[src/rtl/trace_memory_ctrl.sv]
// trace_memory_ctrl: owns the trace RAM; circular trace buffer with a post-trigger
// delay and freeze in trace mode, a request-drained FIFO in stream mode.
module trace_memory_ctrl #(
    parameter int TRB_WIDTH  = 32,
    parameter int TRB_DEPTH  = 64,
    parameter int DELAY_BITS = 16,
    localparam int AW = $clog2(TRB_DEPTH)
) (
    input  logic                  FPGA_CLK_I,
    input  logic                  RST_NI,
    input  logic                  EN_I,
    input  logic                  MODE_I,
    input  logic [DELAY_BITS-1:0] DELAY_I,
    input  logic                  STORE_I,
    input  logic [TRB_WIDTH-1:0]  DATA_I,
    input  logic                  TRG_EVENT_I,
    input  logic                  REQ_I,
    output logic [TRB_WIDTH-1:0]  DATA_O,
    output logic                  LOAD_O,
    output logic                  TRG_DELAYED_O,
    output logic [AW-1:0]         TRG_ADDR_O,
    input  logic                  SYS_WE_I,
    input  logic [TRB_WIDTH-1:0]  SYS_WDATA_I,
    output logic                  SYS_FULL_O,
    output logic [AW:0]           LEVEL_O,
    input  logic [AW-1:0]         SYS_RADDR_I,
    output logic [TRB_WIDTH-1:0]  SYS_RDATA_O
);
    localparam logic [1:0] ARMED = 2'd0, DELAY = 2'd1, FROZEN = 2'd2;
    localparam logic [AW:0] FULL = (AW+1)'(TRB_DEPTH);
    logic [TRB_WIDTH-1:0] mem [TRB_DEPTH];
    logic [1:0] state;
    logic mode_q, pend;
    logic [AW-1:0] wr_ptr, rd_ptr, cnt, cnt_ld, cur_cnt;
    logic [AW:0] count;
    logic flush, store, trig, pop_req, pop, push, we, load;
    always_comb begin
        flush   = MODE_I != mode_q;
        store   = EN_I && STORE_I && !flush && !mode_q;
        trig    = !flush && !mode_q && state == ARMED && TRG_EVENT_I;
        // clamp so the post-trigger window never wraps onto the trigger word
        cnt_ld  = 32'(DELAY_I) > TRB_DEPTH - 1 ? AW'(TRB_DEPTH - 1) : AW'(DELAY_I);
        cur_cnt = trig ? cnt_ld : cnt;
        pop_req = EN_I && mode_q && !flush && (pend || REQ_I);
        pop     = pop_req && count != '0;
        push    = EN_I && mode_q && !flush && SYS_WE_I && (count != FULL || pop);
        we      = mode_q ? push : store && state != FROZEN;
        load    = mode_q ? pop : store;
    end
    assign TRG_DELAYED_O = state == FROZEN;
    assign SYS_FULL_O    = count == FULL;
    assign LEVEL_O       = count;
    always_ff @(posedge FPGA_CLK_I)
        if (we) mem[wr_ptr] <= mode_q ? SYS_WDATA_I : DATA_I;
    always_ff @(posedge FPGA_CLK_I or negedge RST_NI) begin
        if (!RST_NI) begin
            mode_q      <= 1'b0;
            LOAD_O      <= 1'b0;
            DATA_O      <= '0;
            SYS_RDATA_O <= '0;
            TRG_ADDR_O  <= '0;
            wr_ptr      <= '0;
            rd_ptr      <= '0;
            count       <= '0;
            pend        <= 1'b0;
            cnt         <= '0;
            state       <= ARMED;
        end else begin
            mode_q      <= MODE_I;
            LOAD_O      <= load;
            SYS_RDATA_O <= mem[SYS_RADDR_I];
            if (load) DATA_O <= mem[mode_q ? rd_ptr : wr_ptr];
            if (flush) begin
                wr_ptr     <= '0;
                rd_ptr     <= '0;
                count      <= '0;
                pend       <= 1'b0;
                cnt        <= '0;
                state      <= ARMED;
                TRG_ADDR_O <= '0;
            end else begin
                if (we) wr_ptr <= wr_ptr + 1'b1;
                if (pop) rd_ptr <= rd_ptr + 1'b1;
                count <= count + (AW+1)'(push) - (AW+1)'(pop);
                if (EN_I && mode_q) pend <= pop_req && !pop;
                if (trig) begin
                    TRG_ADDR_O <= wr_ptr;
                    state      <= DELAY;
                    cnt        <= cnt_ld;
                end
                if ((trig || state == DELAY) && store) begin
                    if (cur_cnt == '0) state <= FROZEN;
                    else cnt <= cur_cnt - 1'b1;
                end
            end
        end
    end
endmodule

[config.mk]
export PLATFORM = sky130hd
export DESIGN_NAME = trace_memory_ctrl
export DESIGN_NICKNAME = d
export VERILOG_FILES = /design/src/rtl/trace_memory_ctrl.sv
export SDC_FILE = /design/constraint.sdc
export NUM_CORES = 2
export LEC_CHECK = 0
export CELL_PAD_IN_SITES_DETAIL_PLACEMENT = 1
export CELL_PAD_IN_SITES_GLOBAL_PLACEMENT = 1
export CORE_AREA = 2 2 602 455
export DETAILED_ROUTE_END_ITERATION = 8
export DIE_AREA = 0 0 604 457
export DONT_BUFFER_PORTS = 1
export PLACE_DENSITY_LB_ADDON = 0.08
export SLEW_MARGIN = 20
export SYNTH_ARGS = -nofsm -noshare
export SYNTH_HDL_FRONTEND = slang
export SYNTH_SLANG_ARGS = --single-unit
export TNS_END_PERCENT = 50
[constraint.sdc]
create_clock -name FPGA_CLK_I -period 14.7 [get_ports FPGA_CLK_I]
set_input_delay 2.205 -clock FPGA_CLK_I [delete_from_list [all_inputs] [get_ports FPGA_CLK_I]]
set_output_delay 2.205 -clock FPGA_CLK_I [all_outputs]
set_load 0.01 [all_outputs]
=== Yosys cells after proc, flatten, opt, wreduce, memory -nomap -nowiden ===
Memories as Yosys holds them, arrays and structs flattened. A register that Yosys moved wholly into a read port is not among the register bits.
Index checks and enable logic that the tools add are counted.

* Mux-type cells: 24
* Equality and inequality tests: 6
* Reductions and logical operators: 30
* $lt $le $gt $ge: 1
* Add/subtract/negate cells: 5

{| class="wikitable"
|+ Operator list
! kind !! count
|-
| $mux 6 || 12
|-
| $mux 32 || 1
|-
| $gt 16x6->1 const B || 1
|-
| $logic_and 1x1->1 || 15
|-
| $add 6x1->6 const B || 2
|-
| $mux 2 || 4
|-
| $reduce_bool 2->1 || 4
|-
| $add 7x1->7 || 1
|-
| $eq 7x7->1 const B || 1
|-
| $mux 7 || 1
|-
| $ne 7x7->1 const B || 1
|-
| $reduce_bool 7->1 || 1
|-
| $sub 7x1->7 || 1
|-
| $logic_not 6->1 || 1
|-
| $mux 1 || 6
|-
| $sub 6x1->6 const B || 1
|-
| $logic_not 1->1 || 5
|-
| $logic_or 1x1->1 || 3
|-
| $eq 2x1->1 const B || 1
|-
| $eq 2x2->1 const B || 1
|-
| $logic_not 2->1 || 1
|-
| $ne 2x2->1 const B || 1
|-
| $ne 1x1->1 || 1
|}

* Word-level logic and storage cells: 76
* Bits in writable memories: 2,048
* Output and inout bits: 80
* Register bits after elaboration: 36
* Memories kept: 1

{| class="wikitable"
|+ Memory list
! memory !! depth !! width !! rd ports !! clocked after memory_dff !! write ports !! line !! text
|-
| mem || 64 || 32 || 2 || 2 || 1 || 31 || <nowiki>logic [TRB_WIDTH-1:0] mem [TRB_DEPTH];</nowiki>
|}

=== Longest topological paths before layout ===
* Word-level depth: 10
* Depth in mapped cells: 21
* Gate-level depth less buffers: 16

=== Worst setup path before layout ===
No wires, ideal clock.

* Path kind: input -> register
* Start point: input MODE_I
* End point: memory mem[40][0] (enable)
* Arrival time: 6,689 ps
* Slack: 7,509 ps
* Buffers on the path: 1
* Stages: 8
* Library setup time: 503 ps
* Data required time: 14,197 ps
* Cells stage by stage: inv_1 -> ha_1 -> clkbuf_1 -> nor2_1 -> nand3_1 -> o21ai_1 -> nand4b_1 -> nor4_1

* Word-level cells in the longest chain between the ends: 10
* Elaborated cells on any way between the ends: 14
* Classes of those cells: eq/ne (1); mux (3); reduce/logical (10)

{| class="wikitable"
|+ Ends and longest elaborated chain
! what !! line !! text
|-
| from (decl) || 12 || <nowiki>input logic MODE_I,</nowiki>
|-
| $ne 1x1->1 (*) || 38 || <nowiki>flush = MODE_I != mode_q;</nowiki>
|-
| $logic_not 1->1 (*) || 39, 44, 46 ||
|-
| $logic_and 1x1->1 || 44, 46 ||
|-
| $logic_and 1x1->1 || 44 || <nowiki>pop_req = EN_I && mode_q && !flush && (pend || REQ_I);</nowiki>
|-
| $logic_and 1x1->1 || 45 || <nowiki>pop = pop_req && count != '0;</nowiki>
|-
| $logic_or 1x1->1 || 46 || <nowiki>push = EN_I && mode_q && !flush && SYS_WE_I && (count != FULL || pop);</nowiki>
|-
| $logic_and 1x1->1 || 46 ||
|-
| $mux 1 (*) || 47 || <nowiki>we = mode_q ? push : store && state != FROZEN;</nowiki>
|-
| $mux 1 (*) (2 in a row) || 54 || <nowiki>if (we) mem[wr_ptr] <= mode_q ? SYS_WDATA_I : DATA_I;</nowiki>
|-
| to (decl) || 31 ||
|}

Every way passes the cells marked *; elsewhere a longest branch is shown, timed or not.

=== Worst setup path after layout ===
* Start point: register mode_q
* End point: register DATA_O[8] (read register of mem)

* Word-level cells in the longest chain between the ends: 6
* Elaborated cells on any way between the ends: 11
* Classes of those cells: eq/ne (1); mux (2); reduce/logical (8)

{| class="wikitable"
|+ Ends and longest elaborated chain
! what !! line !! text
|-
| from (decl) || 33 || <nowiki>logic mode_q, pend;</nowiki>
|-
| from (signal assigned) || 57 || <nowiki>mode_q <= 1'b0;</nowiki>
|-
| from (signal assigned) || 69 || <nowiki>mode_q <= MODE_I;</nowiki>
|-
| $ne 1x1->1 || 38 ||
|-
| $logic_not 1->1 || 39, 44 ||
|-
| $logic_and 1x1->1 (2 in a row) || 44 ||
|-
| $logic_and 1x1->1 || 45 ||
|-
| $mux 1 || 48 || <nowiki>load = mode_q ? pop : store;</nowiki>
|-
| to (decl) || 18 || <nowiki>output logic [TRB_WIDTH-1:0] DATA_O,</nowiki>
|}

Parallel ways exist; a longest one is shown, timed or not.
A chain may end at the register's enable or synchronous reset.

==> results.tsv <==
stage	metric	value	unit
run_status	status	complete, no violations	
floorplanning	Placeable Area	271000	um2
final_layout	final core area utilization	0.442	
timing	unrepaired setup endpoints after global routing	false	
clocking	clock edge transition at the registers on the reported setup and hold paths	0.07	ns
clocking	Root Buffer Master	clkbuf_16	
timing	fmax	166	MHz
clocking	total of hold buffers inserted after clock tree synthesis	0	
grt	vias in the first global route	81600	
synth	number of distinct library cell variants in the gate-level netlist after synthesis	97	
synth	gate count after technology mapping	7972	
grt	total congestion overflow after global routing	0	
floorplanning	I/O pin total	174	
synth	top-area cell type share of the netlist area	0.571	
timing	measured slew at the worst slew-check pin	1.28	ns
placed_design	dpl hpwl	301	mm
synth	async set-reset flop share out of synthesis	0.0466	
power_and_ir_drop	leakage power	36.8	nW
synth	post-synth design cell area	108000	um2
final_layout	layout cell share with drive strength beyond 1	0.182	
synth	most used standard cell by instance count after synthesis	edfxtp_1	
floorplanning	floorplan row count	166	
power_and_ir_drop	PwrDens	122	nW/um2
timing	Relative slew margins	0.144	
flow_run	max-cap viol count	0	
final_layout	layout filler cell count	27000	
detailed_routing	Vias	84700	
worst_hold_path	hold_sp	TRG_ADDR_O[0]$_DFFE_PN0P_	
synth	total of warnings raised by yosys	0	
detailed_routing	number of nets still failing antenna checks after routing	0	
final_layout	multi-input logic area	40600	um2
clocking	Clock Sink Count	2148	
synth	number of flops mapped to enable cells by yosys	2048	
timing	Fin. Hold Viols	0	
worst_setup_path	Arr. time, crit path	6.79	ns
detailed_routing	average wire per standard cell	45.8	um
worst_setup_path	worst setup path category	reg -> reg	
grt	pin count of the biggest net entering global routing	513	
floorplanning	starting density of the core	0.398	
synth	cell type with the largest total area after synthesis	edfxtp_1	
floorplanning	die height	457	um
detailed_routing	number of detailed-route iterations in the first pass	6	
grt	global-route wire length before repair	718	mm
worst_setup_path	maximum fanout count along the critical path	133	
detailed_routing	initial drt markers	14300	
placed_design	buffers added on ports	0	
final_layout	area occupied by registers	64000	um2
clocking	Post-CTS Repair Setup Buffers	0	
synth	number of storage elements in the synthesis netlist	2148	
floorplanning	width of the chip	604	um
timing	max-slew violation total from the final report	0	
synth	most used standard cells in the synthesized netlist	edfxtp_1 (2048), a21oi_1 (1068), mux4_2 (640), a211oi_1 (559)	
synth	Avg Inst Size Synth	13.5	um2
synth	flip-flop cell with the highest count after synthesis	edfxtp_1	
clocking	later-pin clock latency in the skew report	0.94	ns
timing	setup skew after layout	0.0626	ns
worst_setup_path	reg-to-reg critical path startpoint	mode_q$_DFF_PN0_	
clocking	clock tree from TritonCTS	done	
worst_setup_path	CP endpoint kind	flop	
synth	Synthesized Nets	8079	
final_layout	relative area change from synthesis to final layout	11.1	%
timing	final count of negative-setup-slack endpoints	0	
grt	number of antenna violations at the first check in global routing	49	
clocking	post-CTS sizing	0	
worst_hold_path	class of the tightest hold or removal check	reg -> reg	
clocking	maximum number of buffers from clock root to sink	4	
grt	All-Layer GR Usage	0.376	
placed_design	routability congestion estimate from global placement	0.876	
timing	total negative setup slack	0	ns
worst_setup_path	startpoint of the most critical setup path	mode_q$_DFF_PN0_	
final_layout	final layout net count	7843	
detailed_routing	DRC Markers	0	
clocking	number of H-tree levels	4	
floorplanning	die outline area	276000	um2
timing	crit path time final	6.01	ns
synth	top cells by area in the synthesized netlist	edfxtp_1 (57%), mux4_2 (13%), a21oi_1 (5.0%)	
clocking	clock buffer count from CTS	234	
timing	worst hold-check slack	0.587	ns
synth	register area share after synthesis	0.595	
worst_setup_path	critical path launch point type	flop	
power_and_ir_drop	Peak VDD IR	0.0000971	V
timing	final worst path period share	0.409	
detailed_routing	total wire length after detailed routing	530	mm
detailed_routing	post-DR vias/cell	7.33	
worst_setup_path	worst endpoint required time	15.48	ns
==> kinds of logic after synthesis <==
family	synth area share
xor+xnor	0.00130
buf+inv	0.0350
mux	0.141
compound gates	0.175
flops	0.595
simple gates	0.0510
fa+ha+maj	0.00158
==> placed cells by master, fill, tap and decap left out, drive strengths merged, types with 32 or more instances in the layout <==
cell type and count:
dfrtp 100, clkbuf 304, a2bb2oi 45, a31oi 89
o21ai 538, o22ai 86, clkinv 84, o221ai 36
mux4 640, nand3 112, a21o 89, inv 45
a221oi 84, nand2 526, mux2 39, nor2 405
buf 291, o211ai 101, edfxtp 2048, nor3 106
a211oi 561, a22oi 32, a21oi 1070
==> per-layer routing <==
metal	share of wire	GRT usage	routed length, um	vias to the layer above
li1	-	-	-	32000
met1	0.40	0.529	211000	45000
met2	0.41	0.527	220000	6442
met3	0.13	0.120	70900	1191
met4	0.052	0.174	27400	34
met5	0.00039	0	207	-
==> area by class of cell <==
| class | count | area share |
|---|---|---|
| inverters | 41 | 0.00160 |
| clock inverters | 122 | 0.0108 |
| clock buffers | 303 | 0.0524 |
| multi-input cells | 5019 | 0.340 |
| well taps | 3612 | 0.0378 |
| repair buffers | 292 | 0.0219 |
| flip-flops and latches | 2148 | 0.535 |
| diodes | 27 | 0.000565 |
==> worst paths after layout <==
check	to	slack, ns	cells past startpoint
setup / recovery	DATA_O[8]$_DFFE_PN0P_	8.69	12
hold / removal	TRG_ADDR_O[0]$_DFFE_PN0P_	0.59	2
setup reg to reg	DATA_O[8]$_DFFE_PN0P_	8.69	12
hold reg to reg	TRG_ADDR_O[0]$_DFFE_PN0P_	0.59	2
max in group asynchronous	SYS_RDATA_O[27]$_DFF_PN0_	13.20	0
min in group asynchronous	SYS_RDATA_O[7]$_DFF_PN0_	0.97	0
==> where the power goes <==
group / switching [mW] / internal [mW] / total [mW]
clock: 2.65 / 3.48 / 6.13
sequential: 0.171 / 6.82 / 6.99
combinational: 0.965 / 0.457 / 1.42
==> flip-flops by register name, indices dropped and copies added, names as in the netlist, 2 cells and up <==
signal,count
state,2
mem,2048
SYS_RDATA_O,32
rd_ptr,6
cnt,6
TRG_ADDR_O,6
DATA_O,32
wr_ptr,6
LEVEL_O,7
==> stage by stage <==
step / instances / worst slack [ns] / cell area (um2) / total power [mW]
floorplan: 7972 / 7.51 / 108000 / 7.93
global placement: 11100 / 7.85 / 112000 / 8.43
detailed placement: 11100 / 8.25 / 112000 / 8.45
CTS: 11500 / 8.92 / 119000 / 14.5
global route: 11500 / 8.62 / 120000 / 14.8
finish: 11600 / 8.69 / 120000 / 14.5
==> critical path: stages (launching register included) <==
cell	delay [ns]
dfrtp_4	0.90
buf_12	0.51
buf_4	0.69
nand3_1	0.40
nand2_4	0.59
buf_4	0.58
buf_4	0.60
nor2_4	0.36
a211oi_1	0.32
a211oi_1	0.09
o32ai_1	0.25
nand3_1	0.12
nor3b_1	0.17
No activity file was read; power rests on OpenSTA's default activity.
